`src/rtl/mpm_bus_arbiter.sv`:
```
// rtl/mpm_bus_arbiter.sv - RAM sharing and run sequencing between host port and Post CPU
//
// Purpose: owns the code RAM (CODE_W-bit words) and data RAM (1-bit words).
// It lends both RAMs to a host port between runs and to the Post CPU during
// a run. It also launches, monitors, times and can abort each CPU run.
//
// Ports:
//   clk, reset                 system clock, synchronous active-low reset
//   run_req, abort             host run control (levels)
//   host_req/we/sel/add/wdata  host RAM access request, held until host_ack
//   host_rdata, host_ack       registered read data, one-cycle completion pulse
//   busy, done, run_cycles     run status: CPU owns RAMs, end-of-run pulse, cycle count
//   cpu_run, cpu_reset         Post CPU control (cpu_reset active-high)
//   cpu_state, cpu_*_add,      Post CPU status and RAM-side requests
//   cpu_dout, cpu_data_we
//   cpu_code, cpu_din          RAM read data forwarded to the CPU
//   code_*, data_*             code RAM and data RAM ports (combinational read)
module mpm_bus_arbiter #(
    parameter int ADDR_W = 8,
    parameter int CODE_W = 4,
    parameter int CNT_W  = 16
) (
    input  logic              clk,
    input  logic              reset,
    input  logic              run_req,
    input  logic              abort,
    input  logic              host_req,
    input  logic              host_we,
    input  logic              host_sel,
    input  logic [ADDR_W-1:0] host_add,
    input  logic [CODE_W-1:0] host_wdata,
    output logic [CODE_W-1:0] host_rdata,
    output logic              host_ack,
    output logic              busy,
    output logic              done,
    output logic [CNT_W-1:0]  run_cycles,
    output logic              cpu_run,
    output logic              cpu_reset,
    input  logic [7:0]        cpu_state,
    input  logic [ADDR_W-1:0] cpu_code_add,
    input  logic [ADDR_W-1:0] cpu_data_add,
    input  logic              cpu_dout,
    input  logic              cpu_data_we,
    output logic [CODE_W-1:0] cpu_code,
    output logic              cpu_din,
    output logic [ADDR_W-1:0] code_add,
    output logic              code_we,
    output logic [CODE_W-1:0] code_wdata,
    input  logic [CODE_W-1:0] code_rdata,
    output logic [ADDR_W-1:0] data_add,
    output logic              data_we,
    output logic              data_wdata,
    input  logic              data_rdata
);

    typedef enum logic [2:0] {
        IDLE, H_ACC, H_ACK, LAUNCH, WAIT, RUN, KILL, FIN
    } state_t;

    state_t              state_q, state_d;
    logic [CODE_W-1:0]   host_rdata_q, host_rdata_d;
    logic [CNT_W-1:0]    run_cycles_q, run_cycles_d;
    logic                rst_hold_q;
    logic                cpu_owns;
    logic                host_wr;
    logic                kill;

    always_ff @(posedge clk) begin
        if (!reset) begin
            state_q      <= IDLE;
            host_rdata_q <= '0;
            run_cycles_q <= '0;
            rst_hold_q   <= 1'b1;
        end else begin
            state_q      <= state_d;
            host_rdata_q <= host_rdata_d;
            run_cycles_q <= run_cycles_d;
            rst_hold_q   <= 1'b0;
        end
    end

    always_comb begin
        state_d      = state_q;
        host_rdata_d = host_rdata_q;
        run_cycles_d = run_cycles_q;
        host_ack     = 1'b0;
        done         = 1'b0;
        cpu_run      = 1'b0;
        busy         = 1'b0;
        kill         = 1'b0;
        cpu_owns     = 1'b0;
        host_wr      = 1'b0;
        case (state_q)
            IDLE: begin
                // Host wins a tie so program loading can't be starved by a held run_req.
                if (host_req)     state_d = H_ACC;
                else if (run_req) state_d = LAUNCH;
            end
            H_ACC: begin
                host_wr = host_we;
                if (!host_we)
                    host_rdata_d = host_sel ? {{(CODE_W-1){1'b0}}, data_rdata} : code_rdata;
                state_d = H_ACK;
            end
            H_ACK: begin
                host_ack = 1'b1;
                state_d  = IDLE;
            end
            LAUNCH: begin
                cpu_run      = 1'b1;
                busy         = 1'b1;
                cpu_owns     = 1'b1;
                run_cycles_d = '0;
                state_d      = WAIT;
            end
            WAIT: begin
                busy     = 1'b1;
                cpu_owns = 1'b1;
                if (abort)                 state_d = KILL;
                else if (cpu_state != 8'd0) state_d = RUN;
            end
            RUN: begin
                busy     = 1'b1;
                cpu_owns = 1'b1;
                if (run_cycles_q != '1)
                    run_cycles_d = run_cycles_q + CNT_W'(1);
                // Abort checked first so a kill request is never lost to a coincident stop.
                if (abort)                  state_d = KILL;
                else if (cpu_state == 8'd0) state_d = FIN;
            end
            KILL: begin
                kill    = 1'b1;
                state_d = FIN;
            end
            FIN: begin
                done    = 1'b1;
                state_d = IDLE;
            end
            default: state_d = IDLE;
        endcase
    end

    assign host_rdata = host_rdata_q;
    assign run_cycles = run_cycles_q;
    assign cpu_reset  = rst_hold_q | kill;
    assign cpu_code   = code_rdata;
    assign cpu_din    = data_rdata;

    // Outside CPU ownership the host drives both address buses; KILL falls here, so a
    // dying CPU can never write the data RAM.
    assign code_add   = cpu_owns ? cpu_code_add : host_add;
    assign data_add   = cpu_owns ? cpu_data_add : host_add;
    assign code_we    = host_wr & ~host_sel;
    assign data_we    = cpu_owns ? cpu_data_we : (host_wr & host_sel);
    assign code_wdata = host_wdata;
    assign data_wdata = cpu_owns ? cpu_dout : host_wdata[0];

endmodule

```
`config.mk`:
```
export PLATFORM = sky130hd
export DESIGN_NAME = mpm_bus_arbiter
export DESIGN_NICKNAME = d
export VERILOG_FILES = /design/src/rtl/mpm_bus_arbiter.sv
export SDC_FILE = /design/constraint.sdc
export NUM_CORES = 1
export LEC_CHECK = 0
export ABC_AREA = 1
export BUFFER_PORTS_ARGS = -buffer_cell sky130_fd_sc_hd__buf_2
export CAP_MARGIN = 20
export CORE_AREA = 2 2 86 88
export DETAILED_ROUTE_END_ITERATION = 8
export DIE_AREA = 0 0 88 90
export SLEW_MARGIN = 30
export SYNTH_ARGS = -nofsm -noshare
export SYNTH_HDL_FRONTEND = slang
export SYNTH_SLANG_ARGS = --single-unit
export TNS_END_PERCENT = 5
```
`constraint.sdc`:
```
create_clock -name clk -period 1.6 [get_ports clk]
set_input_delay 0.16 -clock clk [delete_from_list [all_inputs] [get_ports clk]]
set_output_delay 0.16 -clock clk [all_outputs]
set_load 0.03 [all_outputs]
```
After elaboration in Yosys (flattened, before gate mapping)

Index checks and enable logic that the tools add are counted.

Add/sub/neg operators: 1
Multiply operators: 0
Div/mod/pow operators: 0
$lt $le $gt $ge: 0
Equal/unequal tests: 12
Shifts and indexed selects: 0
Multiplexer cells: 21
Bitwise operators: 5
Reduce and logical (&&, ||, !) cells: 9

Operators by type and width:

| operator                                            | count |
|---|---|
| one-hot mux 16 bit (2 select lines)                 | 1 |
| one-hot mux 3 bit (7 select lines)                  | 1 |
| two-way mux 3 bit                                   | 6 |
| adder 16 x 1 -> 16 bit, second input constant       | 1 |
| two-way mux 16 bit                                  | 1 |
| two-way mux 8 bit                                   | 2 |
| inequality test 16 bit, second input constant       | 1 |
| equality test 3 bit, second input constant          | 4 |
| two-way mux 1 bit                                   | 9 |
| inequality test 3 bit, second input constant        | 3 |
| zero test 8 bit                                     | 1 |
| nonzero test 8 bit                                  | 1 |
| equality test 3 x 2 -> 1 bit, second input constant | 2 |
| two-way mux 4 bit                                   | 1 |
| AND reduction 2 bit                                 | 2 |
| equality test 3 x 1 -> 1 bit, second input constant | 1 |
| zero test 3 bit                                     | 1 |
| AND reduction 3 bit                                 | 1 |
| OR reduction 3 bit                                  | 1 |
| bitwise AND 1 bit                                   | 2 |
| inequality test 2 bit, second input constant        | 1 |
| NOT 1 bit                                           | 2 |
| nonzero test 2 bit                                  | 1 |
| OR reduction 2 bit                                  | 1 |
| OR 1 bit                                            | 1 |

Flip-flop bits (word level): 24
Bits in latches: 0
RAM bits: 0
Bits in read-only memories: 0
Input bits: 50
Output and inout port bits: 53
Logic and storage cells: 52
Memories kept: 0

Logic depth before layout (Yosys ltp)

Depth after elaboration: 4
Gate-level depth with buffers: 10
Mapped depth without buffers: 10

Worst setup path before layout

OpenSTA, ideal clock, no wires.

Path kind: register to register
Start point: reg run_cycles_q[0], in the netlist run_cycles[0]
End point: reg run_cycles_q[0], in the netlist run_cycles[0]
Setup time: 0.116 ns
Data arrival time: 1.681 ns
Required time: 1.484 ns
Slack: -0.197 ns
Stages on the path, launching flop included: 10
Buffers on the path: 1
Period minus slack after synthesis: 1.797 ns
Cells stage by stage: dfxtp_1 ha_1 nand2_2 nor2_4 nand2_2 o21ai_2 nand2_2 buf_6 o21ai_0 nor2_1

Longest elaborated chain between the ends: 3
Elaborated cells on any way between the ends: 6
Those cells by class: add/sub: 1; eq/ne: 2; mux: 2; reduce/logical: 1

Ends and longest elaborated chain:

| item                                                                              | RTL line | source |
|---|---|---|
| from (decl)                                                                       | 62       | `logic [CNT_W-1:0] run_cycles_q, run_cycles_d;` |
| from (signal assigned)                                                            | 77       | `run_cycles_q <= run_cycles_d;` |
| adder 16 x 1 -> 16 bit / inequality test 16 bit (equally long branches)           | 126, 125 |  |
| two-way mux 16 bit / inequality test 2 bit (equally long branches)                | -        |  |
| one-hot mux 16 bit (2 select lines) / AND reduction 2 bit (equally long branches) | -        |  |

Several ways; a longest one is shown, not always the timed one. The select of a mux whose other input is x is not followed.
A chain may end at the register's enable or synchronous reset.

Worst setup path after layout

Start point: reg state_q[2]
End point: out data_we

Longest elaborated chain between the ends: 4
Elaborated cells on any way between the ends: 9
Those cells by class: eq/ne: 4; mux: 3; bitwise: 1; reduce/logical: 1

Ends and longest elaborated chain:

| item                                                                     | RTL line | source |
|---|---|---|
| from (decl)                                                              | 60       | `state_t state_q, state_d;` |
| from (signal assigned)                                                   | 75       | `state_q <= state_d;` |
| equality test 3 bit (tied with other cells)                              | 93       | `case (state_q)` |
| OR reduction 3 bit (no line) / two-way mux 1 bit (equally long branches) | -        |  |
| two-way mux 1 bit / bitwise AND 1 bit (equally long branches)            | 93, 154  |  |
| two-way mux 1 bit (*)                                                    | 154      | `assign data_we = cpu_owns ? cpu_data_we : (host_wr & host_sel);` |
| to (decl)                                                                | 51       | `output logic data_we,` |

Every way passes the cells marked *; elsewhere a longest branch is shown, timed or not.

==> results_dict.tcl <==
set metrics [dict create \
    hold_end "host_rdata[3]$_SDFFE_PN0P_" \
    outcome "completed" \
    rr_worst_depth 8 \
    syn-num-nets 343 \
    fin_crit_ns 1.560 \
    synthToLayoutAreaGrowth_pct 52.47 \
    cp.arrival_ns 1.40 \
    fin_skew_ns 0.008557 \
    htreeDepth 1 \
    vdd_drop_max_mv 0.2354 \
    seq_area_frac_synth_pct 28.26 \
    synth_cell_types 22 \
    drt_first_iter_violations 82 \
    power_leakage_uw 0.001291 \
    route.detailed.drc 0 \
    critical_path.endpoint_type "primary output" \
    cts_buffer_depth 2 \
    fin_area_mm2 0.002592 \
    timing.rr.end "run_cycles[7]$_SDFFE_PN0P_" \
    path_max_fanout 19 \
    cts_tree "yes" \
    vias 2276 \
    antenna_found_initial 0 \
    hp-start "code_rdata[3]" \
    grt_first_pass_wirelength_um 8604 \
    relSlewSlack_pct 77.68 \
    yosysWarningCount 0 \
    ff2ff_setup_slack_ns 0.05 \
    numCtsBuffers 3 \
    yosysTopAreaCell "dfxtp_1" \
    antennaDiodeCount 0 \
    grt_pass1_vias 1963 \
    fillCellCount 755 \
    clkLatencyLatePin_ns 0.27 \
    viasPerCell 4.534 \
    crit_type "flip-flop to primary output" \
    synth_edf_count 0 \
    fmaxAchievable_mhz 641.2 \
    grt_max_degree 20 \
    holdWs_ns 0.1820 \
    tns_ns 0 \
    worstSetupStartpointType "flip-flop" \
    drv_cap 0 \
    async_reset_ff_share_pct 0 \
    drt_pre_antenna_iters 4 \
    hold_path_class "input pin to flip-flop" \
    layout-drive-gt1-share_pct 37.97 \
    cts_root_buf "clkbuf_8" \
    ctsHoldBuffers 0 \
    tightest_slew_ns 0.3323 \
    fin_crit_sh_pct 97.47 \
    avgSynthCellArea_um2 5.823 \
    final_core_util_pct 36.93 \
    ant_nets 0 \
    synth_area_leaders "dfxtp_1 (28%), nand2_1 (23%), nand3_1 (8.5%), nor2_1 (8.2%), inv_1 (5.5%)" \
    rsz0062_at_grt "true" \
    timing.rr.start "run_cycles[1]$_SDFFE_PN0P_" \
    overflow 0 \
    syn_area_mm2 0.001700 \
    cts_sinks 24 \
    post-dp-hpwl_um 4568 \
    placed_area_mm2 0.002349 \
    synth_cells 292 \
    yosys_register_bits 24 \
    yosys_most_used_dff "dfxtp_1" \
    route.detailed.wl_per_inst_um 11.52 \
    powerDensity_mw_per_mm2 732.2 \
    pin_count 103 \
    die_area_mm2 0.007920 \
    path_clk_slew_ns 0.09 \
    start_util_pct 24.22 \
    core_area_mm2 0.007020 \
    yosysMostFrequentCell "nand2_1" \
    slew_viol_final 0 \
    synthTopCellsByCount "nand2_1 (104), nor2_1 (37), nand3_1 (29), inv_1 (25), dfxtp_1 (24)" \
    routed_wl_um 5784 \
    num-nets-final 455 \
    grt_usage_pct 13.31 \
    io_buffers 96 \
    die_h_um 90 \
    hold_depth 3 \
    die_width_um 88 \
    num_rows 31 \
    gp_congestion 0.8691 \
    setup_viol 0 \
    hold_viol 0 \
    yosysTopAreaCellShare_pct 28.26 \
    required_ns 1.44 \
]
## worst max path at each step
stage,slack [ns],startpoint,depth (start not counted),to
floorplan,-0.02,state_q[1]$_SDFFE_PN0P_,5,data_we
global placement,-0.0009,run_cycles[0]$_SDFFE_PN0P_,8,run_cycles[0]$_SDFFE_PN0P_
detailed placement,-0.01,state_q[2]$_SDFFE_PN0P_,7,data_we
CTS,-0.03,state_q[1]$_SDFFE_PN0P_,9,run_cycles[13]$_SDFFE_PN0P_
global route,-0.04,state_q[2]$_SDFFE_PN0P_,7,data_we
finish,0.04,state_q[2]$_SDFFE_PN0P_,7,data_we
## layout by cell type (no fill, tap or decap)
cell type and n:
clkbuf_8 3, dfxtp_4 4, nor3b_1 1, clkinv_4 1
ha_4 1, buf_2 80, o21ai_4 1, nand2_4 1
a21oi_1 17, o21ai_0 5, nor3_1 5, inv_1 23
dfxtp_1 19, nor2_1 34, inv_2 1, a21oi_2 1
o21bai_1 1, nand3_1 29, buf_6 10, dfxtp_2 1
nand4_1 10, nor2_4 4, clkbuf_1 1, nand2_1 103
nand2_2 6, o211ai_1 2, or2_2 5, buf_4 32
nor2_2 1, inv_4 1
## cell families after synthesis
kind of cell	share of synthesized area (%)
buffers and inverters	12.14
AOI/OAI and AO/OA	8.609
DFF	28.26
and+or+nand+nor	50.26
adders and majority gates	0.7357
## metrics by stage
step | cells | worst slack [ns] | power, uW
2_1_floorplan | 292 | -0.02075 | 1166
3_5_place_dp | 490 | -0.01160 | 1372
6_report | 502 | 0.04041 | 1898
5_1_grt | 502 | -0.03684 | 1997
3_3_place_gp | 490 | -0.0009093 | 1366
4_1_cts | 494 | -0.03066 | 1803
## where the power goes
group          switching (uW)  internal (uW)
clock                     206            178
combinational             539            321
sequential               30.0            624
## flip-flops by register name, indices dropped and copies added (netlist names)
signal,cells
rst_hold_q,1
state_q,3
run_cycles,16
host_rdata,4
## worst max-delay path, cell delays in order, from the launching register on
cell      delay (ns)
dfxtp_4         0.39
inv_4           0.08
nand2_1         0.08
nand2_2         0.11
clkinv_4        0.13
nand2_1         0.08
o21ai_0         0.07
buf_4           0.17
## routing by layer
metal	vias up	wire length, um	global-route usage [%]
met5	-	0	0
met4	0	95	3.205
met3	11	533	2.112
met2	110	2766	24.62
met1	1004	2389	15.60
li1	1151	-	-
## area by class of cell
cell class              instances  area [um2]  area share (%)
clock buffers                   4       45.04           1.737
inverters                      26       105.1           4.054
multi-input cells             227        1069           41.22
flip-flops and latches         24       496.7           19.16
well taps                      99       123.9           4.778
repair buffers                122       753.2           29.05
## repair_timing
| item | in CTS | in global routing |
|---|---|---|
| resized for setup | 21 | 30 |
| gates cloned | 0 | 2 |
| endpoints found under the setup margin | 23 | 36 |
| buffers inserted | 0 | 6 |
| pin swaps | 0 | 8 |
No activity file was read; power rests on OpenSTA's default activity.
